## config.mk

```make
export PLATFORM = sky130hd
export DESIGN_NAME = float_add_scheduler
export DESIGN_NICKNAME = d
export VERILOG_FILES = /design/src/rtl/float_sched_pkg.sv /design/src/rtl/rr_arbiter.sv /design/src/rtl/float_add_scheduler.sv
export SDC_FILE = /design/constraint.sdc
export NUM_CORES = 1
export LEC_CHECK = 0
export CORE_ASPECT_RATIO = 0.5
export CORE_MARGIN = 10
export CORE_UTILIZATION = 34
export DETAILED_ROUTE_END_ITERATION = 8
export GPL_ROUTABILITY_DRIVEN = 0
export MAX_ROUTING_LAYER = met4
export PLACE_DENSITY = 0.8
export SYNTH_ARGS = -nofsm -noshare
export SYNTH_HDL_FRONTEND = slang
export SYNTH_SLANG_ARGS = --single-unit
```

## constraint.sdc

```tcl
create_clock -name clk -period 3.5 [get_ports clk]
set_input_delay 1.05 -clock clk [delete_from_list [all_inputs] [get_ports clk]]
set_output_delay 1.05 -clock clk [all_outputs]
set_load 0.005 [all_outputs]
```

## src/rtl/float_sched_pkg.sv

```systemverilog
// Shared types and constants for the float adder scheduler.
// State encoding is fixed so the state register can be probed on hardware.
package float_sched_pkg;

  typedef enum logic [1:0] {
    IDLE  = 2'd0,
    ISSUE = 2'd1,
    WAIT  = 2'd2,
    RESP  = 2'd3
  } state_t;

  localparam logic [1:0] FLAG_OK  = 2'b00;
  localparam logic [1:0] FLAG_OVF = 2'b01;
  localparam logic [1:0] FLAG_UNF = 2'b10;
  localparam logic [1:0] FLAG_ABN = 2'b11;

  localparam logic [31:0] TIMEOUT_Z = 32'hFFFF_FFFF;

endpackage

```

## src/rtl/rr_arbiter.sv

```systemverilog
// Combinational round-robin picker: first set request at or above ptr, wrapping.
module rr_arbiter #(
  parameter int N  = 4,
  parameter int IW = $clog2(N)
) (
  input  logic [N-1:0]  req,
  input  logic [IW-1:0] ptr,
  output logic [N-1:0]  grant,
  output logic [IW-1:0] gidx
);

  logic [IW:0] pos;
  logic        found;

  always_comb begin
    grant = '0;
    gidx  = '0;
    found = 1'b0;
    pos   = '0;
    for (int k = 0; k < N; k++) begin
      // One extra bit so the wrap works for non-power-of-two N.
      pos = {1'b0, ptr} + (IW+1)'(k);
      if (pos >= (IW+1)'(N)) begin
        pos = pos - (IW+1)'(N);
      end
      if (!found && req[pos[IW-1:0]]) begin
        found                = 1'b1;
        grant[pos[IW-1:0]]   = 1'b1;
        gidx                 = pos[IW-1:0];
      end
    end
  end

endmodule

```

## src/rtl/float_add_scheduler.sv

```systemverilog
// Time-shares one multi-cycle float adder among N_REQ clients, round-robin,
// one operation in flight, with a done-or-timeout wait and a result handshake.
module float_add_scheduler
  import float_sched_pkg::*;
#(
  parameter int N_REQ   = 4,
  parameter int TIMEOUT = 64
) (
  input  logic                 clk,
  input  logic                 rst,
  input  logic [N_REQ-1:0]     req_valid,
  output logic [N_REQ-1:0]     req_ready,
  input  logic [32*N_REQ-1:0]  req_x,
  input  logic [32*N_REQ-1:0]  req_y,
  output logic [N_REQ-1:0]     resp_valid,
  input  logic [N_REQ-1:0]     resp_ready,
  output logic [31:0]          resp_z,
  output logic [1:0]           resp_flag,
  output logic                 fa_start,
  output logic [31:0]          fa_x,
  output logic [31:0]          fa_y,
  input  logic                 fa_done,
  input  logic [31:0]          fa_z,
  input  logic [1:0]           fa_flag,
  output logic                 fa_kill,
  output logic                 busy
);

  localparam int IW = $clog2(N_REQ);
  localparam int CW = $clog2(TIMEOUT);

  state_t           state;
  logic [IW-1:0]    rr_ptr;
  logic [IW-1:0]    gidx_reg;
  logic [CW-1:0]    cnt;
  logic [N_REQ-1:0] arb_grant;
  logic [IW-1:0]    arb_idx;
  logic [31:0]      x_arr [N_REQ];
  logic [31:0]      y_arr [N_REQ];
  logic             req_fire;
  logic             resp_fire;
  logic [N_REQ-1:0] g_onehot;

  genvar gi;
  generate
    for (gi = 0; gi < N_REQ; gi++) begin : g_unpack
      assign x_arr[gi] = req_x[32*gi +: 32];
      assign y_arr[gi] = req_y[32*gi +: 32];
    end
  endgenerate

  rr_arbiter #(.N(N_REQ), .IW(IW)) u_arb (
    .req   (req_valid),
    .ptr   (rr_ptr),
    .grant (arb_grant),
    .gidx  (arb_idx)
  );

  // Grant is offered only while idle and never while reset is held.
  assign req_ready = (state == IDLE && !rst) ? arb_grant : '0;
  assign req_fire  = |req_ready;
  assign resp_fire = |(resp_valid & resp_ready);
  assign busy      = (state != IDLE);
  assign g_onehot  = {{(N_REQ-1){1'b0}}, 1'b1} << gidx_reg;

  always_ff @(posedge clk) begin
    if (rst) begin
      state      <= IDLE;
      rr_ptr     <= '0;
      gidx_reg   <= '0;
      cnt        <= '0;
      fa_start   <= 1'b0;
      fa_kill    <= 1'b0;
      fa_x       <= '0;
      fa_y       <= '0;
      resp_z     <= '0;
      resp_flag  <= '0;
      resp_valid <= '0;
    end else begin
      fa_start <= 1'b0;
      fa_kill  <= 1'b0;
      case (state)
        IDLE: begin
          if (req_fire) begin
            gidx_reg <= arb_idx;
            fa_x     <= x_arr[arb_idx];
            fa_y     <= y_arr[arb_idx];
            fa_start <= 1'b1;
            state    <= ISSUE;
          end
        end
        ISSUE: begin
          cnt   <= '0;
          state <= WAIT;
        end
        WAIT: begin
          // A done strobe on the terminal count takes priority over the timeout.
          if (fa_done) begin
            resp_z     <= fa_z;
            resp_flag  <= fa_flag;
            resp_valid <= g_onehot;
            state      <= RESP;
          end else if (cnt == CW'(TIMEOUT-1)) begin
            resp_z     <= TIMEOUT_Z;
            resp_flag  <= FLAG_ABN;
            resp_valid <= g_onehot;
            fa_kill    <= 1'b1;
            state      <= RESP;
          end else begin
            cnt <= cnt + 1'b1;
          end
        end
        RESP: begin
          if (resp_fire) begin
            resp_valid <= '0;
            rr_ptr     <= (gidx_reg == IW'(N_REQ-1)) ? '0 : gidx_reg + 1'b1;
            state      <= IDLE;
          end
        end
        default: state <= IDLE;
      endcase
    end
  end

endmodule

```

==> results by group, run 1 <==
Detailed routing
  – Detailed-route wire length per cell: 22.3 µm
  – Routed Antenna Nets: 0
  – Via density: 5.55
  – DR pass1 iterations: 8
  – WL final: 34,100 µm
  – Initial drt markers: 898
  – Post-route DRC: 0
  – Routed vias: 8,489

Finish
  – Synth-to-layout area growth: 89.0%
  – Commonest non-fill, non-tap cell in the layout: clkdlybuf4s50_1
  – Nets@finish: 1,576
  – Regs by FF count: fa_x (32), fa_y (32), resp_z (32)
  – Final core utilization: 66.2%
  – Share of layout cells above drive strength 1: 17.5%
  – Commonest non-fill, non-tap cells in the layout: 400 x clkdlybuf4s50_1, 191 x nand2_1, 154 x a21oi_1

Die
  – Standard-cell row count: 35
  – Initial Util: 35.0%
  – Die Wd: 216 µm
  – Die Y: 118 µm
  – Boundary Pins: 410
  – Die ar.: 25,400 µm²
  – Core ar.: 18,600 µm²

Timing
  – Clk_skew: 0.0122 ns
  – Tcrit/Tclk final: 106%
  – Worst slew pin tran: 1.19 ns
  – Min Tclk post-route: 3.70 ns
  – RSZ-0062 raised after global routing: yes
  – Worst Setup Slack, final: -0.203 ns
  – Maximum clock frequency: 0.270 GHz
  – Number of hold violations in the final report: 0
  – Slew Limit Fails: 0
  – Relative slew slack: 20.8%
  – Setup Viol. Count Final: 4

Synth
  – Mapped Nets: 1,131
  – Async S/R FF share, synth: 0%
  – Syn Inst Count: 813
  – Syn_area_per_cell: 8.02 µm²
  – Primary FF master, synth: dfxtp_1
  – Mapped cell area: 6520 µm²
  – Post-synth cell types: 49
  – Area contributors post-synth: dfxtp_1 36%, a21oi_1 12%, nand2_1 11%
  – Ys Warns: 0
  – Post-synthesis sequential area ratio: 35.6%
  – Post-synth top area cell: dfxtp_1
  – Yosys reg bits: 116
  – Top cell type's share of synthesized area: 35.6%
  – Post-synth EDFFs: 0

GRT
  – Largest net degree at the start of global routing: 70
  – Total global-route track usage: 24.7%
  – Total global routing overflow: 0
  – First-pass GRT wire length: 48,500 µm
  – Vias in the first global route: 8,077
  – Initial antenna violation count: 1

Pwr
  – Leakage: 4.62 nW
  – Total power: 0.00552 W
  – Maximum VDD drop: 256 µV
  – P per Cell Area: 448 nW/µm²

Placement
  – IO Port Bufs: 409
  – HPWL Detailed: 25,300 µm

Clock network
  – Clk pin slew, worst setup/hold paths: 0.05 ns
  – Clk buf depth: 2
  – H-tree depth: 4
  – Total CTS buffers: 17
  – Skew-Pair Late Insertion Delay: 0.41 ns
  – CTS tree: done
  – Clk root buf: clkbuf_16
  – Clock sink count: 116

Setup path
  – CP peak stage delay: 0.51 ns
  – Worst path required time: 2.45 ns
  – Slowest cell on the critical path: mux4_2
  – Worst path bufs/invs: 5
  – CP startpoint kind: input port
  – Worst Path Arrival: 2.65 ns
  – Critical path class: input port to output pin
  – Worst path cell trace: buf_8 -> mux4_2 -> nor4b_4 -> buf_4 -> buf_6 -> a22oi_2 -> a31o_1 -> inv_1 -> buf_2
  – Critical path peak fanout: 5
  – Setup crit end kind: output pin
  – Worst path top cell family by delay: buffers and inverters

Run status
  – Failing checks: negative setup slack
  – Status: complete, but fails checks

Hold path
  – Hold Path Class: flop to flop

Run
  – Number of max-cap violations: 0
==> cell type report <==
type | count | area, µm²
clock inverters | 13 | 135
well taps | 259 | 324
multi-input cells | 602 | 3880
clock buffers | 18 | 439
repair buffers | 506 | 5160
flip-flops and latches | 116 | 2320
fillers | 1499 | 6290
inverters | 15 | 56.3
diodes | 1 | 2.50
==> synthesized netlist by cell type (2+ instances only) <==
| cell | number |
|---|---|
| and3_1 | 17 |
| a221o_1 | 51 |
| nand2_1 | 196 |
| a31o_1 | 4 |
| buf_1 | 3 |
| inv_1 | 15 |
| nand3_1 | 4 |
| nand3b_1 | 8 |
| nor3_1 | 2 |
| nand2b_1 | 2 |
| nor2b_1 | 3 |
| buf_4 | 8 |
| dfxtp_1 | 116 |
| buf_6 | 4 |
| a211oi_1 | 17 |
| a21oi_1 | 160 |
| o21ai_0 | 3 |
| o221a_2 | 34 |
| a31o_2 | 13 |
| mux2i_1 | 2 |
| mux4_2 | 4 |
| ha_1 | 17 |
| buf_2 | 15 |
| and2_1 | 3 |
| a22oi_1 | 10 |
| nor2_1 | 16 |
| clkbuf_1 | 51 |
| a311oi_1 | 13 |
| or3_1 | 2 |
==> layer usage <==
layer	GRT usage, %	vias up	routed length, µm
met5	-	-	0
met4	6.86	0	857
met3	4.90	76	2290
met2	43.8	428	17600
met1	27.6	4089	13400
li1	-	3896	-
==> worst paths after layout <==
kind           startpoint           end  slack [ns]  depth (start not counted)
max          req_valid[2]  req_ready[3]       -0.20                          9
min               fa_y[7]       fa_y[7]        0.45                          2
max reg2reg     rr_ptr[1]       fa_x[1]        0.15                         15
min reg2reg       fa_y[7]       fa_y[7]        0.45                          2
==> worst register-to-register path, cell delays in order, from the launching register on <==
cell and delay (ns):
dfxtp_1 0.34, inv_2 0.06, ha_4 0.28, mux4_2 0.54
nor4b_4 0.31, buf_4 0.17, buf_6 0.09, buf_4 0.11
a2111o_1 0.17, buf_6 0.15, and2_4 0.24, buf_12 0.15
buf_6 0.12, nand2_1 0.06, a221o_1 0.38, a21oi_2 0.13
==> logic make-up after synthesis <==
family                   count (synthesis)  synth area share [%]
multiplexers                             7                  1.86
AND/OR/NAND/NOR                        259                  17.3
XOR/XNOR                                 1                 0.134
AO/OA/AOI/OAI                          317                  35.0
adder cells (fa/ha/maj)                 17                  3.26
flip-flops                             116                  35.6
buffers and inverters                   96                  6.74
==> where the power goes <==
group	leakage, nW	total [W]	internal (W)	switching [W]
sequential	0.948	0.00167	0.00155	0.000129
combinational	3.40	0.00215	0.00122	0.000927
clock	0.270	0.00170	0.00106	0.000639
total	4.62	0.00552	0.00382	0.00170
==> timing repair <==
item,CTS,global route
buffers inserted,15,7
endpoints found under the setup margin,70,63
hold buffers,0,0
cloned,4,7
pin swaps,13,14
resized for setup,63,25
==> stage by stage <==
stage / hold WS, ns / instances / setup slack [ns] / instance area, µm² / setup TNS (ns)
after floorplan: 0.448 / 813 / 0.00302 / 6520 / 0
after detailed placement: 0.442 / 1467 / -1.04 / 11200 / -40.57
after global placement: 0.439 / 1467 / -0.938 / 11200 / -35.90
after global routing: 0.477 / 1530 / -0.260 / 12300 / -0.985
final: 0.447 / 1530 / -0.203 / 12300 / -0.732
after CTS: 0.450 / 1517 / -0.175 / 12100 / -0.653
Note: power is estimated with default switching activity, not from simulation.
==> inputs of run 2 (changes only) <==
Settings changed: CORE_AREA set to 10 10 150 152, CORE_ASPECT_RATIO 0.5 to not set, CORE_MARGIN 10 to not set, CORE_UTILIZATION 34 to not set, DIE_AREA set to 0 0 160 162, DONT_BUFFER_PORTS set to 1, PLACE_DENSITY 0.8 to 0.51.
==> run 2 against run 1 <==
Net effect:
- the run now ends clean
- clock power is essentially flat
- die area grew 1.9%
- critical path depth shrank 2
- power shrank 15%
- clock-buffer cell count shrank 1
- final area shrank 38%
- maximum frequency grew 6.1%
- sequential cell count is the same
==> results by group, run 2 (synthesis gave the netlist of run 1 again) <==
Run status
  – Status: complete, no violations

Die
  – Initial Util: 33.6%
  – Die ar.: 25,900 µm²
  – Die Wd: 160 µm
  – Core ar.: 19,400 µm²
  – Boundary Pins: 410
  – Die Y: 162 µm
  – Standard-cell row count: 51

Clock network
  – Clk buf depth: 2
  – Clk root buf: clkbuf_16
  – Clock sink count: 116
  – CTS Hold Buffers Added: 0
  – Clk pin slew, worst setup/hold paths: 0.06 ns
  – Total CTS buffers: 17
  – Skew-Pair Late Insertion Delay: 0.41 ns
  – CTS tree: done
  – H-tree depth: 4

Timing
  – Clk_skew: 0.00966 ns
  – Slew Limit Fails: 0
  – Min Tclk post-route: 3.49 ns
  – Worst slew pin tran: 0.683 ns
  – Setup Viol. Count Final: 0
  – Tcrit/Tclk final: 99.7%
  – RSZ-0062 raised after global routing: yes
  – Worst Setup Slack, final: 0.00922 ns
  – Number of hold violations in the final report: 0
  – Relative slew slack: 54.0%
  – Maximum clock frequency: 0.286 GHz

Detailed routing
  – Detailed-route wire length per cell: 24.1 µm
  – Via density: 5.87
  – Routed Antenna Nets: 0
  – WL final: 26,100 µm
  – Post-route DRC: 0
  – Routed vias: 6,357
  – Initial drt markers: 566
  – DR pass1 iterations: 5

Setup path
  – Critical path class: flop to output pin
  – Reg-to-reg startpoint: rr_ptr[0]
  – CP endpoint: req_ready[2]
  – Reg2Reg Setup Slack: 0.19 ns
  – Worst path cell trace: inv_4 -> ha_4 -> mux4_2 -> nor4b_4 -> a22oi_1 -> a31o_1 -> inv_2
  – Reg-to-Reg End: fa_x[21]
  – Worst Path Arrival: 2.44 ns
  – Slowest cell on the critical path: mux4_2
  – Critical Path Source: rr_ptr[0]
  – CP startpoint kind: flop
  – Reg2reg path depth: 12
  – Setup crit end kind: output pin
  – Critical path peak fanout: 5
  – CP peak stage delay: 0.55 ns
  – Worst path required time: 2.45 ns

GRT
  – Met3 Use GR: 6.45%
  – Initial antenna violation count: 0
  – Total global routing overflow: 0
  – Total global-route track usage: 19.2%
  – GRT met2 Usage: 30.8%
  – Vias in the first global route: 6,191
  – Met1 usage: 22.6%
  – GR peak layer: met2
  – First-pass GRT wire length: 38,600 µm
  – Largest net degree at the start of global routing: 71

Finish
  – Commonest non-fill, non-tap cell in the layout: nand2_1
  – Nets@finish: 1,123
  – Synth-to-layout area growth: 16.9%
  – Antenna cell count: 0
  – Regs by FF count: fa_x (32), fa_y (32), resp_z (32)
  – Share of layout cells above drive strength 1: 19.3%
  – Commonest non-fill, non-tap cells in the layout: 194 x nand2_1, 160 x a21oi_1, 114 x dfxtp_1

Run
  – Number of max-cap violations: 0

Hold path
  – Hold Path Class: flop to flop

Placement
  – IO Port Bufs: 0
  – HPWL Detailed: 20,000 µm
  – Pre-CTS setup slack: -0.0127 ns

Pwr
  – Total power: 0.00469 W
  – Leakage: 2.75 nW
  – P per Cell Area: 615 nW/µm²
  – Maximum VDD drop: 318 µV
[run 2: cell count changes in the layout (fill, tap and decap cells not counted), sizes merged]
cell	delta
nand2	-1
bufinv	-2
inv	+9
clkdlybuf4s50	-400
diode	-1
clkbuf	-5
clkinv	-2
clkinvlp	-3
buf	-48
[run 2: final cells by class]
class	count	area [µm²]
inverters	15	61.3
well taps	265	332
clock inverters	15	154
fillers	2004	11800
clock buffers	17	425
flip-flops and latches	116	2330
multi-input cells	601	3780
repair buffers	54	534
[run 2: worst max-delay path, delay by kind of cell, from the launching register on]
kind,cells,cell delay (ns)
AO/OA/AOI/OAI,2,0.41
flip-flops,1,0.36
AND/OR/NAND/NOR,1,0.35
multiplexers,1,0.55
buffers and inverters,2,0.10
adder cells (fa/ha/maj),1,0.26
[run 2: through the flow]
stage / setup TNS (ns) / hold slack [ns] / instances / util [%] / area (µm²)
after global routing: -0.517 / 0.491 / 1083 / 39.3 / 7610
after detailed placement: -0.0212 / 0.467 / 1045 / 35.9 / 6970
after global placement: -0.0153 / 0.462 / 1045 / 35.9 / 6970
after floorplan: 0 / 0.448 / 813 / - / 6520
final: 0 / 0.471 / 1083 / 39.3 / 7610
after CTS: -0.217 / 0.476 / 1081 / 39.1 / 7590
[run 2: worst min-delay path by stage]
stage | endpoint | depth (start not counted) | from
after global routing | fa_x[0] | 2 | fa_x[0]
final | fa_x[12] | 2 | fa_x[12]
after global placement | fa_x[12] | 2 | fa_x[12]
after floorplan | fa_y[0] | 2 | fa_y[0]
after CTS | fa_x[12] | 2 | fa_x[12]
after detailed placement | fa_x[12] | 2 | fa_x[12]
[run 2: metal layers]
layer  share of wire, %  wire length (µm)
met2                 50             13000
met3                7.9              2080
met5                  0                 0
met4                1.7               457
met1                 40             10500
[run 2: repair_timing]
item                       CTS  global route
buffers inserted             4             2
pin swaps                   10             6
resized for setup            8             4
setup endpoints to repair    4             4
[run 2: power breakdown]
part	leakage, nW	internal, W	switching [W]	total [W]
logic	1.52	0.000555	0.000649	0.00120
clock network	0.281	0.000953	0.000764	0.00172
registers	0.949	0.00154	0.000220	0.00176
==> inputs of run 3 (changes only) <==
Settings changed: SKIP_CTS_REPAIR_TIMING set to 1.
==> run 3 against run 2 <==
Net effect:
- the flow now finishes with violations (negative setup slack)
- combinational power about the same
- via count increased by 0.33%
- die area is the same
- register-to-register slack improved by 0.10 ns
- non-clock buffer count shrank 2
- clock-buffer cell count stayed put
- sequential power barely moved
- sequential share of layout area rose by 0.063 points
- highest routed layer unchanged
- final cell count fell by 0.18%
- maximum frequency shrank 1.6%
==> results by group, run 3 (synthesis gave the netlist of run 1 again) <==
Clock network
  – Clk root buf: clkbuf_16
  – CTS tree: done
  – H-tree depth: 4
  – Clk buf depth: 2
  – Skew-Pair Late Insertion Delay: 0.42 ns
  – Clock sink count: 116
  – Total CTS buffers: 17
  – Clk pin slew, worst setup/hold paths: 0.06 ns

Setup path
  – Worst path required time: 2.45 ns
  – Critical path peak fanout: 5
  – Setup crit end kind: output pin
  – Worst Path Arrival: 2.50 ns
  – Critical path class: flop to output pin
  – CP startpoint kind: flop

Run status
  – Failing checks: negative setup slack
  – Status: complete, but fails checks

Finish
  – Antenna cell count: 0
  – Fillers: 2,007
  – Regs by FF count: fa_x (32), fa_y (32), resp_z (32)
  – Share of layout cells above drive strength 1: 19.1%
  – Nets@finish: 1,121
  – Area of the multi-input gates: 3780 µm²
  – Register area: 2320 µm²
  – Synth-to-layout area growth: 16.5%
  – Fin cells: 1,081
  – Commonest non-fill, non-tap cell in the layout: nand2_1
  – Commonest non-fill, non-tap cells in the layout: 194 x nand2_1, 160 x a21oi_1, 114 x dfxtp_1

Timing
  – Min Tclk post-route: 3.55 ns
  – RSZ-0062 raised after global routing: yes
  – Relative slew slack: 52.5%
  – Worst Setup Slack, final: -0.0489 ns
  – Setup Viol. Count Final: 4
  – Number of hold violations in the final report: 0
  – Tcrit/Tclk final: 101%
  – Maximum clock frequency: 0.282 GHz
  – Clk_skew: 0.0105 ns
  – Worst slew pin tran: 0.705 ns
  – Hold slack: 0.471 ns
  – Slew Limit Fails: 0

GRT
  – Initial antenna violation count: 0
  – First-pass GRT wire length: 38,400 µm
  – Largest net degree at the start of global routing: 71
  – Vias in the first global route: 6,162
  – Total global routing overflow: 0
  – Total global-route track usage: 19.1%

Detailed routing
  – Initial drt markers: 570
  – Via density: 5.90
  – Detailed-route wire length per cell: 24.2 µm
  – Routed Antenna Nets: 0
  – Post-route DRC: 0
  – Routed vias: 6,378
  – DR pass1 iterations: 5
  – WL final: 26,100 µm

Placement
  – IO Port Bufs: 0
  – Pre-CTS setup slack: -0.0127 ns
  – Placed Instances: 1,045
  – HPWL Detailed: 20,000 µm

Pwr
  – P per Cell Area: 617 nW/µm²
  – Maximum VDD drop: 317 µV
  – Total power: 0.00469 W
  – Leakage: 2.74 nW

Die
  – Die ar.: 25,900 µm²
  – Initial Util: 33.6%
  – Boundary Pins: 410
  – Die Wd: 160 µm
  – Core ar.: 19,400 µm²
  – Die Y: 162 µm
  – Standard-cell row count: 51

Run
  – Number of max-cap violations: 0

Hold path
  – Hold Path Class: flop to flop
-- run 3: layout make-up --
class / instances / area share, %
repair buffers: 52 / 6.79
inverters: 15 / 0.775
well taps: 265 / 4.37
clock inverters: 15 / 2.03
clock buffers: 17 / 5.60
multi-input cells: 601 / 49.8
flip-flops and latches: 116 / 30.6
-- run 3: routing by layer --
| layer | up-vias | track usage, % | wire length, µm |
|---|---|---|---|
| li1 | 2981 | - | - |
| met1 | 3086 | 22.6 | 10500 |
| met2 | 280 | 30.6 | 13000 |
| met3 | 31 | 6.45 | 2170 |
| met4 | 0 | 5.13 | 469 |
| met5 | - | - | 0 |
-- run 3: power breakdown --
part	switching [W]	leakage [nW]	internal (W)
Clock	0.000767	0.281	0.000953
Combinational	0.000649	1.51	0.000554
Sequential	0.000220	0.948	0.00155
-- run 3: through the flow --
step | TNS, ns | area (µm²) | utilization, %
final | -0.135 | 7590 | 39.1
after global routing | -0.797 | 7590 | 39.1
after CTS | -0.608 | 7540 | 38.9
after detailed placement | -0.0212 | 6970 | 35.9
after global placement | -0.0153 | 6970 | 35.9
after floorplan | 0 | 6520 | -
-- run 3: final timing paths --
check | cells after the start | slack, ns | start | to
max reg2reg | 12 | 0.29 | rr_ptr[1] | fa_x[0]
max | 7 | -0.05 | rr_ptr[1] | req_ready[1]
min | 2 | 0.47 | fa_x[12] | fa_x[12]
min reg2reg | 2 | 0.47 | fa_x[12] | fa_x[12]
-- run 3: critical path: stages, from the launching register on --
cell and delay, ns:
dfxtp_2 0.33, inv_2 0.07, ha_4 0.27, mux4_2 0.55, nor4b_4 0.40, a22oi_1 0.15, a31o_1 0.24, inv_2 0.07
